<file path="src/rtl/char_fetch_shifter_if.sv">
// Character stream, ROM/patch overlay bus and pixel output of the fetch-and-serialise stage.
// The slave modport is the shifter's view; master is the surrounding video/ROM side.
interface char_fetch_shifter_if;
    logic        pix_ce;
    logic        char_valid;
    logic [6:0]  char_code;
    logic [3:0]  row;
    logic        char_ready;
    logic        override_en;
    logic [10:0] rom_a;
    logic        override;
    logic [7:0]  rom_q;
    logic [7:0]  patch_q;
    logic        patch_hit;
    logic        pixel;
    logic        pixel_valid;
    logic        underrun;
    logic        underrun_clr;

    modport slave (
        input  pix_ce, char_valid, char_code, row, override_en,
        input  rom_q, patch_q, patch_hit, underrun_clr,
        output char_ready, rom_a, override, pixel, pixel_valid, underrun
    );

    modport master (
        output pix_ce, char_valid, char_code, row, override_en,
        output rom_q, patch_q, patch_hit, underrun_clr,
        input  char_ready, rom_a, override, pixel, pixel_valid, underrun
    );
endinterface

</file>
<file path="src/rtl/char_fetch_shifter.sv">
// Galaksija character fetch and pixel serialiser: one ROM/patch byte per accepted
// character, shifted out LSB first with bit 0 = lit, one pixel per pix_ce.
module char_fetch_shifter (
    input logic                 clk,
    input logic                 reset,
    char_fetch_shifter_if.slave bus
);
    logic [10:0] rom_a_q;
    logic        override_q;
    logic        s1_q;
    logic        s2_q;
    logic [7:0]  hold_q;
    logic        hold_full_q;
    logic [7:0]  sr_q;
    logic [3:0]  cnt_q;
    logic        pixel_q;
    logic        pixel_valid_q;
    logic        underrun_q;

    logic        ready;
    logic        accept;
    logic        sr_busy;
    logic        hold_take;
    logic        starve;
    logic [7:0]  fetched;

    always_comb begin
        // Only one character may be in flight or waiting in hold at a time.
        ready     = ~(s1_q | s2_q | hold_full_q);
        accept    = bus.char_valid & ready;
        sr_busy   = (cnt_q != 4'd0);
        hold_take = bus.pix_ce & ~sr_busy & hold_full_q;
        starve    = bus.pix_ce & ~sr_busy & ~hold_full_q;
        fetched   = bus.patch_hit ? bus.patch_q : bus.rom_q;

        bus.char_ready  = ready;
        bus.rom_a       = rom_a_q;
        bus.override    = override_q;
        bus.pixel       = pixel_q;
        bus.pixel_valid = pixel_valid_q;
        bus.underrun    = underrun_q;
    end

    always_ff @(posedge clk or posedge reset) begin
        if (reset) begin
            rom_a_q       <= 11'd0;
            override_q    <= 1'b0;
            s1_q          <= 1'b0;
            s2_q          <= 1'b0;
            hold_q        <= 8'hff;
            hold_full_q   <= 1'b0;
            sr_q          <= 8'hff;
            cnt_q         <= 4'd0;
            pixel_q       <= 1'b0;
            pixel_valid_q <= 1'b0;
            underrun_q    <= 1'b0;
        end else begin
            if (accept) begin
                rom_a_q    <= {bus.row, bus.char_code};
                override_q <= bus.override_en;
            end

            // ROM and patch register their data on the s1 edge; capture it one edge later.
            s1_q <= accept;
            s2_q <= s1_q;
            if (s2_q) begin
                hold_q <= fetched;
            end

            // A load and a take never coincide: accept requires hold_full_q low.
            if (s2_q) begin
                hold_full_q <= 1'b1;
            end else if (hold_take) begin
                hold_full_q <= 1'b0;
            end

            pixel_valid_q <= 1'b0;
            if (bus.pix_ce) begin
                if (sr_busy) begin
                    pixel_q       <= ~sr_q[0];
                    sr_q          <= {1'b0, sr_q[7:1]};
                    cnt_q         <= cnt_q - 4'd1;
                    pixel_valid_q <= 1'b1;
                end else if (hold_full_q) begin
                    pixel_q       <= ~hold_q[0];
                    sr_q          <= {1'b0, hold_q[7:1]};
                    cnt_q         <= 4'd7;
                    pixel_valid_q <= 1'b1;
                end else begin
                    pixel_q <= 1'b0;
                end
            end

            // A fresh underrun beats a simultaneous clear.
            if (starve) begin
                underrun_q <= 1'b1;
            end else if (bus.underrun_clr) begin
                underrun_q <= 1'b0;
            end
        end
    end
endmodule

</file>
<file path="src/flat_wrapper.sv">
// flat-port wrapper written by rule: the top's interface ports become plain ports
module char_fetch_shifter_flat 
  (clk, reset, bus_pix_ce, bus_char_valid, bus_char_code, bus_row, bus_override_en, bus_rom_q, bus_patch_q, bus_patch_hit, bus_underrun_clr, bus_char_ready, bus_rom_a, bus_override, bus_pixel, bus_pixel_valid, bus_underrun);
  char_fetch_shifter_if bus_i ();
  input logic clk;
  input logic reset;
  input wire logic [$bits(bus_i.pix_ce)-1:0] bus_pix_ce;
  input wire logic [$bits(bus_i.char_valid)-1:0] bus_char_valid;
  input wire logic [$bits(bus_i.char_code)-1:0] bus_char_code;
  input wire logic [$bits(bus_i.row)-1:0] bus_row;
  input wire logic [$bits(bus_i.override_en)-1:0] bus_override_en;
  input wire logic [$bits(bus_i.rom_q)-1:0] bus_rom_q;
  input wire logic [$bits(bus_i.patch_q)-1:0] bus_patch_q;
  input wire logic [$bits(bus_i.patch_hit)-1:0] bus_patch_hit;
  input wire logic [$bits(bus_i.underrun_clr)-1:0] bus_underrun_clr;
  output wire logic [$bits(bus_i.char_ready)-1:0] bus_char_ready;
  output wire logic [$bits(bus_i.rom_a)-1:0] bus_rom_a;
  output wire logic [$bits(bus_i.override)-1:0] bus_override;
  output wire logic [$bits(bus_i.pixel)-1:0] bus_pixel;
  output wire logic [$bits(bus_i.pixel_valid)-1:0] bus_pixel_valid;
  output wire logic [$bits(bus_i.underrun)-1:0] bus_underrun;
  assign bus_i.pix_ce = bus_pix_ce;
  assign bus_i.char_valid = bus_char_valid;
  assign bus_i.char_code = bus_char_code;
  assign bus_i.row = bus_row;
  assign bus_i.override_en = bus_override_en;
  assign bus_i.rom_q = bus_rom_q;
  assign bus_i.patch_q = bus_patch_q;
  assign bus_i.patch_hit = bus_patch_hit;
  assign bus_i.underrun_clr = bus_underrun_clr;
  assign bus_char_ready = bus_i.char_ready;
  assign bus_rom_a = bus_i.rom_a;
  assign bus_override = bus_i.override;
  assign bus_pixel = bus_i.pixel;
  assign bus_pixel_valid = bus_i.pixel_valid;
  assign bus_underrun = bus_i.underrun;
  char_fetch_shifter u_core (.clk(clk), .reset(reset), .bus(bus_i));
endmodule
</file>
<file path="config.mk">
export PLATFORM = sky130hd
export DESIGN_NAME = char_fetch_shifter_flat
export DESIGN_NICKNAME = d
export VERILOG_FILES = /design/src/rtl/char_fetch_shifter_if.sv /design/src/rtl/char_fetch_shifter.sv /design/src/flat_wrapper.sv
export SDC_FILE = /design/constraint.sdc
export NUM_CORES = 1
export LEC_CHECK = 0
export ABC_AREA = 1
export CORE_MARGIN = 5
export CORE_UTILIZATION = 35
export CTS_CLUSTER_DIAMETER = 120
export DETAILED_ROUTE_END_ITERATION = 8
export RECOVER_POWER = 100
export SYNTH_ARGS = -nofsm -noshare
export SYNTH_HDL_FRONTEND = slang
export SYNTH_SLANG_ARGS = --single-unit
</file>
<file path="constraint.sdc">
create_clock -name clk -period 1.9 [get_ports clk]
set_clock_uncertainty 0.15 [all_clocks]
set_input_delay 0.38 -clock clk [delete_from_list [all_inputs] [get_ports clk]]
set_output_delay 0.38 -clock clk [all_outputs]
set_load 0.01 [all_outputs]
</file>
==> impl_results.md <==
- Status: completed
- Clk slew on worst S/H paths: 0.07 ns
- 1st-iter DRT viols: 42
- Post-synth EDFFs: 0
- Count of cell types in the netlist: 23
- DIE HEIGHT: roughly 79 µm
- CP Data Arrival Time: 1.27 ns
- FF/Latch Area: 971 µm²
- Core Area: approximately 4700 µm²
- Pwr Density: 1420 nW/µm²
- Critical path peak fanout: 2
- Delay of the slowest critical-path stage: a little over 0.6 ns
- Yosys reg bits: 38
- DR vias: 1382
- Achievable Freq: ~550 MHz
- Sw frac: 0.328
- Initial antenna violation count: 0
- Slew Viols, Final: 0
- CP top delay family: buffers and inverters
- Slew headroom: 0.386
- Vias per cell: 4.50
- Buffers on Ports: between 40 and 50
- GP Congestion: 0.741
- CP required: 1.37 ns
- Sequential Power Share: 0.432
- Leak: roughly 1.1 nW
- Main area contributors after synthesis: dfrtp_1 (33%), dfstp_2 (25%), nand2_1 (19%)
- Pin count of the biggest net entering global routing: 39
- Worst-case clock buffer depth: 2
- Tcrit/Tclk final: 0.949
- Worst slew pin tran: roughly 0.92 ns
- Max Cap Violations: 0
- RSZ-0062 raised after global routing: no
- Htree depth: 2
- HPWL after DPL: 2750 µm
- Seq/Total Area, Yosys: 0.575
- Final net count: about 290
- Vias in the first global route: approximately 1400
- Internal: approximately 0.0022 W
- Top Ports: 50
- Remaining Overflow, GRT: 0
- Crit path buffers/inverters: 1
- Root buf cell: clkbuf_8
- Post-Syn Area per Cell: ~8.6 µm²
- Clock sink total: 38
- # fillers: approximately 480
- Yosys top cell by area: dfrtp_1
- Fin crit period: between 1.5 and 2 ns
- Sw power: between 0.001 and 0.0015 W
- Initial Util: 0.360
- Comb pwr share: 0.354
- CP max-delay cell: dlygate4sd3_1
- Total wire length: approximately 3700 µm
- Main synth FF type: dfrtp_1
- Total Die Area: about 6300 µm²
- ANT nets after route: 0
- Placed cell count: ~300
- # DRC: 0
- Layer with the highest usage: met2
- Area share of the largest cell type after synthesis: 0.326
- Global-route total usage across every layer: 0.124
- Drt wl/cell: 11.9 µm
- CTS tree: done
- Num CTS Buffers: 5
- CP startpoint kind: flop
- Worst hold path class: flop to flop
- Clock Power Share: 0.214
- Cells along the critical path: dlygate4sd3_1
- Synthesized Nets: 231
- GR Util met2: 0.182
- Syn Inst Count: 196
- Core Util, Final: 0.498
- Final Setup Violations: 0
- Most common cell in the synthesized netlist: nand2_1
- Multi-input gate area: 609 µm²
- Finished Layout Cells: between 300 and 400
- Clk_lat worst skew: 0.29 ns
- Die extent in x: approximately 79 µm
- VDD IR max: approximately 0.77 mV
- Met1 Usage GRT: 0.150
- Critical path endpoint category: output port
- Met3 Usage GRT: 0.0745
- Mapped Area: approximately 1700 µm²
- N_diodes: 0
- Ys async rst share: 1.00
- Area delta synth->final: 38.5%
- Final TNS setup: 0 ns
- Most common library cells after synthesis: nand2_1 (87), dfrtp_1 (22), o21ai_0 (17)
- Synthesis Warnings: 0
- Final hold vios: 0
- Placement Rows: 25
- Crit path kind: flop to output port
- Share of layout cells above drive strength 1: 0.126
- First-pass GRT wire length: 6160 µm
- First-pass DRT Iterations: 4
==> logic make-up after synthesis <==
group,Yosys count,share of synthesized area
buf+inv,18,0.0504
xor+xnor,1,0.00519
flops,38,0.575
compound gates,22,0.0660
fa+ha+maj,1,0.00741
simple gates,116,0.296
==> registers in the layout, summed over array words and instances (netlist names) <==
signal                  count
u_core.hold_q               8
u_core.bus.rom_a           11
u_core.s2_q                 1
u_core.cnt_q                4
u_core.sr_q                 8
u_core.bus.pixel_valid      1
u_core.bus.override         1
u_core.bus.pixel            1
u_core.s1_q                 1
u_core.hold_full_q          1
u_core.bus.underrun         1
==> final cells by class <==
cell class              count  share of cell area
flip-flops and latches     38               0.415
multi-input cells         140               0.261
repair buffers             54               0.224
clock buffers               7              0.0369
well taps                  54              0.0289
inverters                  13              0.0209
clock inverters             1              0.0128
==> metal layers <==
layer	vias up	routed length, µm
met5	-	0
met3	5	421
met2	44	1610
li1	726	-
met4	0	51
met1	607	1580
==> worst paths after layout <==
check / from / endpoint / slack [ns] / depth (start not counted)
worst max-delay path: u_core.bus.rom_a[9] / bus_rom_a[9] / 0.1 / 1
worst min-delay path: u_core.s1_q / u_core.s2_q / 0.25 / 0
worst max register to register: u_core.cnt_q[0] / u_core.bus.pixel / 0.26 / 6
worst min register to register: u_core.s1_q / u_core.s2_q / 0.25 / 0
max in group asynchronous: reset / u_core.bus.rom_a[10] / 0.37 / 3
min in group asynchronous: reset / u_core.bus.rom_a[4] / 0.65 / 3
==> layout by cell type (no fill, tap or decap) <==
cell type        instances
dlygate4sd2_1            1
inv_1                   12
nand4_1                  1
dfrtp_1                 22
o21ai_0                 18
clkbuf_1                 1
clkdlybuf4s50_1         40
inv_2                    1
buf_4                    4
o22ai_1                  1
a21oi_1                  2
nand2_4                  1
o21ai_1                  1
nand3b_1                 1
clkbuf_8                 6
bufinv_16                1
nor2_4                   1
nand2_1                 88
nand3_1                 11
ha_1                     1
nor2_1                  12
xnor2_1                  1
dlygate4sd3_1            8
dfstp_2                 16
clkbuf_2                 1
nor3_2                   1
==> metrics by stage <==
stage | hold slack [ns] | cell area, µm² | worst slack, ns | total power, W
4_1_cts | 0.258 | 2370 | 0.141 | 0.00344
2_1_floorplan | 0.223 | 1690 | 0.452 | 0.00217
6_report | 0.251 | 2340 | 0.0964 | 0.00333
3_3_place_gp | 0.236 | 2260 | 0.236 | 0.00270
3_5_place_dp | 0.238 | 2260 | 0.217 | 0.00272
5_1_grt | 0.269 | 2340 | 0.0513 | 0.00359
==> worst reg2reg max path, cell delays in order, from the launching register on <==
cell	delay, ns
dfrtp_1	0.38
inv_1	0.09
ha_1	0.29
nand2_1	0.27
nor2_1	0.24
nand3_1	0.09
nand3_1	0.07
==> what timing repair did <==
action | CTS | global route
hold buffers | 0 | 0
setup endpoints to repair | 1 | 0
gates resized for setup | 1 | 0
setup buffers | 0 | 0
==> power groups by stage <==
stage / Combinational (W) / Sequential, W / Clock (W)
6_report: 0.00118 / 0.00144 / 0.000713
2_1_floorplan: 0.000691 / 0.00148 / 0
5_1_grt: 0.00133 / 0.00149 / 0.000763
3_5_place_dp: 0.00127 / 0.00145 / 0
3_3_place_gp: 0.00126 / 0.00145 / 0
4_1_cts: 0.00126 / 0.00145 / 0.000731
(Power assumes the default switching activity.)
